**src/rtl/button_pulser.sv**
```systemverilog
// Push-button conditioner: synchronizes a raw button, debounces press and release,
// and emits one enable pulse per accepted press plus optional auto-repeat pulses.
//
// state        | meaning
// IDLE         | released, waiting for a pressed sample
// PRESS_WAIT   | counting stable pressed samples before accepting the press
// HELD         | press accepted, waiting out the repeat delay
// REPEAT       | auto-repeating every REPEAT_PERIOD cycles
// RELEASE_WAIT | counting stable released samples; level still high
module button_pulser #(
   parameter int unsigned DEBOUNCE_CYCLES = 4,
   parameter int unsigned REPEAT_DELAY    = 10,
   parameter int unsigned REPEAT_PERIOD   = 3,
   parameter bit          ACTIVE_LOW      = 1'b0
) (
   input  logic clk,
   input  logic rst,
   input  logic btn_in,
   input  logic repeat_en,
   output logic pulse,
   output logic level,
   output logic release_pulse
);

   localparam int unsigned MAX_A   = (DEBOUNCE_CYCLES > REPEAT_DELAY) ? DEBOUNCE_CYCLES : REPEAT_DELAY;
   localparam int unsigned CNT_MAX = (MAX_A > REPEAT_PERIOD) ? MAX_A : REPEAT_PERIOD;
   localparam int unsigned CW      = (CNT_MAX < 2) ? 1 : $clog2(CNT_MAX + 1);

   localparam logic [CW-1:0] DB_LAST  = CW'(DEBOUNCE_CYCLES - 1);
   localparam logic [CW-1:0] RD_LAST  = CW'(REPEAT_DELAY - 1);
   localparam logic [CW-1:0] RP_LAST  = CW'(REPEAT_PERIOD - 1);
   localparam logic [CW-1:0] CNT_ONE  = CW'(1);

   typedef enum logic [2:0] {
      IDLE         = 3'd0,
      PRESS_WAIT   = 3'd1,
      HELD         = 3'd2,
      REPEAT       = 3'd3,
      RELEASE_WAIT = 3'd4
   } state_t;

   state_t        state_q;
   logic [CW-1:0] cnt_q;
   logic          s1_q;
   logic          s2_q;
   logic          pulse_q;
   logic          level_q;
   logic          release_q;
   logic          s;

   // Polarity-normalized synchronized button: 1 means pressed.
   assign s = s2_q ^ ACTIVE_LOW;

   always_ff @(posedge clk) begin
      if (!rst) begin
         state_q   <= IDLE;
         cnt_q     <= '0;
         s1_q      <= ACTIVE_LOW;
         s2_q      <= ACTIVE_LOW;
         pulse_q   <= 1'b0;
         level_q   <= 1'b0;
         release_q <= 1'b0;
      end else begin
         s1_q      <= btn_in;
         s2_q      <= s1_q;
         pulse_q   <= 1'b0;
         release_q <= 1'b0;
         unique case (state_q)
            IDLE: begin
               level_q <= 1'b0;
               if (s) begin
                  state_q <= PRESS_WAIT;
                  cnt_q   <= CNT_ONE;
               end
            end
            PRESS_WAIT: begin
               if (!s) begin
                  state_q <= IDLE;
                  cnt_q   <= '0;
               end else if (cnt_q == DB_LAST) begin
                  state_q <= HELD;
                  pulse_q <= 1'b1;
                  level_q <= 1'b1;
                  cnt_q   <= '0;
               end else begin
                  cnt_q <= cnt_q + 1'b1;
               end
            end
            HELD: begin
               if (!s) begin
                  state_q <= RELEASE_WAIT;
                  cnt_q   <= CNT_ONE;
               end else if (repeat_en && (cnt_q >= RD_LAST)) begin
                  state_q <= REPEAT;
                  pulse_q <= 1'b1;
                  cnt_q   <= '0;
               end else if (cnt_q < RD_LAST) begin
                  cnt_q <= cnt_q + 1'b1;
               end
            end
            REPEAT: begin
               // A release outranks a repeat pulse due in the same cycle.
               if (!s) begin
                  state_q <= RELEASE_WAIT;
                  cnt_q   <= CNT_ONE;
               end else if (!repeat_en) begin
                  state_q <= HELD;
                  cnt_q   <= '0;
               end else if (cnt_q == RP_LAST) begin
                  pulse_q <= 1'b1;
                  cnt_q   <= '0;
               end else begin
                  cnt_q <= cnt_q + 1'b1;
               end
            end
            RELEASE_WAIT: begin
               if (s) begin
                  state_q <= HELD;
                  cnt_q   <= '0;
               end else if (cnt_q == DB_LAST) begin
                  state_q   <= IDLE;
                  level_q   <= 1'b0;
                  release_q <= 1'b1;
                  cnt_q     <= '0;
               end else begin
                  cnt_q <= cnt_q + 1'b1;
               end
            end
            default: begin
               state_q <= IDLE;
               cnt_q   <= '0;
               level_q <= 1'b0;
            end
         endcase
      end
   end

   assign pulse         = pulse_q;
   assign level         = level_q;
   assign release_pulse = release_q;

endmodule
```
**config.mk**
```make
export PLATFORM = sky130hd
export DESIGN_NAME = button_pulser
export DESIGN_NICKNAME = d
export VERILOG_FILES = /design/src/rtl/button_pulser.sv
export SDC_FILE = /design/constraint.sdc
export NUM_CORES = 1
export LEC_CHECK = 0
export BUFFER_PORTS_ARGS = -buffer_cell sky130_fd_sc_hd__buf_2
export CORE_MARGIN = 2
export CORE_UTILIZATION = 52
export DETAILED_ROUTE_END_ITERATION = 12
export PLACE_DENSITY = 0.7
export SLEW_MARGIN = 10
export SYNTH_ARGS = -nofsm -noshare
export SYNTH_HDL_FRONTEND = slang
export SYNTH_SLANG_ARGS = --single-unit
```
**constraint.sdc**
```tcl
create_clock -name clk -period 7.1 [get_ports clk]
set_clock_uncertainty 0.2 [all_clocks]
set_input_delay 1.42 -clock clk [delete_from_list [all_inputs] [get_ports clk]]
set_output_delay 1.42 -clock clk [all_outputs]
set_load 0.01 [all_outputs]
```
======== Yosys cells after proc, flatten, opt, wreduce, memory -nomap -nowiden ========
Index checks and enable logic that the tools add are counted.
operators by class
  add/subtract/negate cells ............... 1
  magnitude comparators ................... 2
  eq/ne operators ......................... 16
  mux-type cells .......................... 34
  bitwise operators ....................... 3
  reductions and logical operators ........ 7
operators with widths
  kind                                                                    count
  4-bit 2-to-1 mux                                                        10
  3-bit 2-to-1 mux                                                        9
  4-bit one-hot mux with 5 select lines                                   1
  3-bit one-hot mux with 5 select lines                                   1
  3-bit != test (second input constant)                                   4
  1-bit 2-to-1 mux                                                        11
  2-bit != test (second input constant)                                   5
  5-bit AND reduction                                                     2
  4-bit by 2-bit equality test with 1-bit output (second input constant)  2
  3-bit by 2-bit equality test with 1-bit output (second input constant)  2
  1-bit one-hot mux with 3 select lines                                   2
  4-bit by 1-bit adder with 4-bit output (second input constant)          1
  4-bit >= comparator (second input constant)                             1
  4-bit less-than comparator (second input constant)                      1
  4-bit != test (second input constant)                                   1
  3-bit by 1-bit equality test with 1-bit output (second input constant)  1
  3-bit equality test (second input constant)                             1
  3-bit zero test                                                         1
  1-bit NOT                                                               3
  3-bit OR reduction                                                      1
  2-bit AND reduction                                                     1
  2-bit OR reduction                                                      1
  1-bit logical AND                                                       1
word-level totals
  bits in registers ....................... 12
  bits of input ports ..................... 4
  logic and storage cells ................. 70

======== Logic depth before layout (Yosys ltp) ========
  depth in word-level cells ............... 5
  mapped depth ............................ 7

======== Worst setup path after synthesis ========
OpenSTA, ideal clock, no wires.
  path type ............................... in2reg
  start ................................... input repeat_en
  end ..................................... register cnt_q[3]
  library setup time ...................... 74 ps
  arrival time ............................ 2406 ps
  required time ........................... 6826 ps
  setup slack ............................. 4420 ps
  stages .................................. 4
  path buffers ............................ 0
  cells stage by stage .................... a311oi_2 > nor3_1 > or4_1 > a31oi_1
on the way
  word-level cells in the longest chain between the ends .. 4
ends and longest elaborated chain
  element                                RTL line  text
  start, declared                        19        input logic repeat_en,
  1-bit logical AND                      93        end else if (repeat_en && (cnt_q >= RD_LAST)) begin
  4-bit 2-to-1 mux                       93
  4-bit 2-to-1 mux                       90        if (!s) begin
  4-bit one-hot mux with 5 select lines  68        unique case (state_q)
  end signal, assigned                   86        cnt_q <= cnt_q + 1'b1;
  end signal, assigned                   98        cnt_q <= cnt_q + 1'b1;
  end signal, assigned                   113       cnt_q <= cnt_q + 1'b1;
  end, declared                          43        logic [CW-1:0] cnt_q;
Parallel ways exist; a longest one is shown, timed or not.
A chain may end at the register's enable or synchronous reset.

======== Final worst setup path ========
Ends and elaborated chain as after synthesis.

==> run summary <==
clk buf depth = 2
Inserted Diodes = 0
Layout Nets = 109
Skew-Pair Late Insertion Delay = 0.27 ns
via count = 663
WP buf/inv = 1
pwr/cell area = 160 nW/um^2
vias in the first global route = 560
num ports = 7
commonest non-fill, non-tap cells in the layout = 12 x dfxtp_1, 9 x nor2_1, 6 x buf_2
Synth area leaders = dfxtp_1 31%, ha_1 6.5%, nor2_1 4.4%
Die W = 42.5 um
required time worst endpoint = 7.10 ns
Setup TNS = 0 ns
cell area after layout = 832 um^2
Routed WL = 1.49 mm
Mean Syn Cell Area = 8.03 um^2
CP max-delay cell = or4_1
Cell variety after synth = 36
CTS buffer count = 3
top cell type's share of synthesized area = 31.2%
crit path launch = repeat_en
worst-margin pin slew = 0.578 ns
final worst slack = 4.48 ns
initial core utilization = 57.1%
worst reg2reg path depth = 7
Non-Filler Instances = 115
relative slew slack = 61.4%
initial DRC count = 11
Syn-to-layout area delta = 7.95%
dpl cells = 111
cts hold-fix bufs = 0
WL/cell = 12.9 um
Post-Syn Area = 771 um^2
reg2reg end = cnt_q[3]$_SDFFE_PN0P_
total nets after synthesis = 104
Setup WS pre-CTS = 4.18 ns
Hold Path Depth = 1
GR Util All Layers = 17.5%
kind of cell adding the most delay to the critical path = simple AND/OR/NAND/NOR gates
router iterations before antenna repair = 4
placed wire-length estimate = 1.10 mm
utilization after layout = 61.6%
global placer's final weighted congestion = 0.806
largest area contributor in the netlist = dfxtp_1
max-cap violation count = 0
clock root buffer master = clkbuf_4
Die Y = 42.5 um
final hold vios = 0
# DRC = 0
Slew Viols, Final = 0
Placed Area = 796 um^2
worst vdd ir = 0.149 mV
Max stage delay on crit path = 0.50 ns
CP arrival = 2.62 ns
synth warn = 0
first-pass GRT wire length = 2.41 mm
Sinks on Clock Net = 12
postcts setup bufs = 0
Worst Hold Class = flip-flop to flip-flop
fill count = 115
Reg2Reg Launch Point = cnt_q[0]$_SDFFE_PN0P_
Fmax = 382 MHz
initial antenna violation count = 0
most frequent CP cell = nor3_1
crit-path cells = buf_2 > nand2_1 > nor3_1 > nor3_1 > or4_1 > a31oi_1
Pleak = 0.322 nW
CTS tree = built
CTS HTree Levels = 1
RSZ-0062 raised after global routing = false
cells after synthesis = 96
Port Buffer Count = 6
status = finished clean
Worst Path Class, Setup = input pin to flip-flop
total power = 0.133 mW
die area = 1810 um^2
worst-path maximum fanout = 6
sequential share of the synthesized area = 31.2%
CP Capture Type = flip-flop
row cnt = 13
antenna-violating nets left = 0
Final setup viols = 0
hold_ws = 0.241 ns
detailed-route vias per instance = 5.77
post-route minimum period = 2.62 ns
Startpoint Class = input pin
Reg clk slew, reported paths = 0.07 ns
final period utilization = 36.9%
commonest non-fill, non-tap cell in the layout = dfxtp_1
# resized after CTS = 0
share of layout cells above drive strength 1 = 14.0%
largest net degree at the start of global routing = 19
Remaining Overflow, GRT = 0
Hold EP = s$_SDFF_PN0_
setup slack, reg-to-reg = 4.64 ns
Yosys reg bits = 12
Hold Path Origin = s1_q$_SDFF_PN0_
core area = 1350 um^2
## registers in the layout, indices dropped and copies added, names as in the netlist
name           cells
pulse              1
level              1
s1_q               1
cnt_q              4
release_pulse      1
state_q            3
s                  1
## power breakdown
part / switching (mW) / leakage (nW) / internal (mW)
Combinational: 0.00477 / 0.204 / 0.00395
Sequential: 0.00217 / 0.0973 / 0.0683
Clock: 0.0226 / 0.0210 / 0.0312
Total: 0.0295 / 0.322 / 0.103
## per-layer routing
layer  routed length [um]  track usage [%]  part of all wire [%]
met1                  803             24.1                    54
met2                  621             25.8                    42
met3                   64             7.76                   4.3
met4                    0             1.88                     0
met5                    0                0                     0
## synth_stat cells (all sizes together)
master and instances:
a211oi 5, a21o 1, a21oi 5, a22o 1
a311oi 1, a31oi 1, and2 3, and3 1
buf 1, clkbuf 5, dfxtp 12, ha 4
inv 4, mux2i 2, nand2 4, nand2b 3
nand3 4, nand3b 3, nand4 1, nor2 9
nor2b 2, nor3 5, nor3b 2, o2111ai 1
o211a 1, o211ai 1, o21ai 4, o21bai 1
o31ai 2, or2 1, or2b 1, or3 1
or3b 3, or4 1
## worst max path at each step
stage                     cells past startpoint                    end  slack [ns]
final                                         6  cnt_q[3]$_SDFFE_PN0P_        4.48
after global routing                          6  cnt_q[3]$_SDFFE_PN0P_        4.39
after CTS                                     6  cnt_q[3]$_SDFFE_PN0P_        4.49
after detailed placement                      6  cnt_q[3]$_SDFFE_PN0P_        4.18
after global placement                        6  cnt_q[1]$_SDFFE_PN0P_        4.22
after floorplan                               4  cnt_q[3]$_SDFFE_PN0P_        4.42
## final cells by class
class	count	area, um^2	area share [%]
Multi-Input combinational cell	74	492	59.1
Clock buffer	4	36.3	4.36
Tap cell	15	18.8	2.26
Inverter	4	15.0	1.80
Timing Repair Buffer	6	30.0	3.61
Sequential cell	12	240	28.9
## kinds of logic (layout without fill, tap and decap cells)
group           count (synthesis)  count (layout)  synth area share [%]
compound gates                 24              24                  22.6
fa+ha+maj                       4               4                  6.49
buf+inv                        10              14                  5.03
flops                          12              12                  31.2
mux                             2               2                  2.60
simple gates                   44              44                  32.1
(Power assumes the default switching activity.)
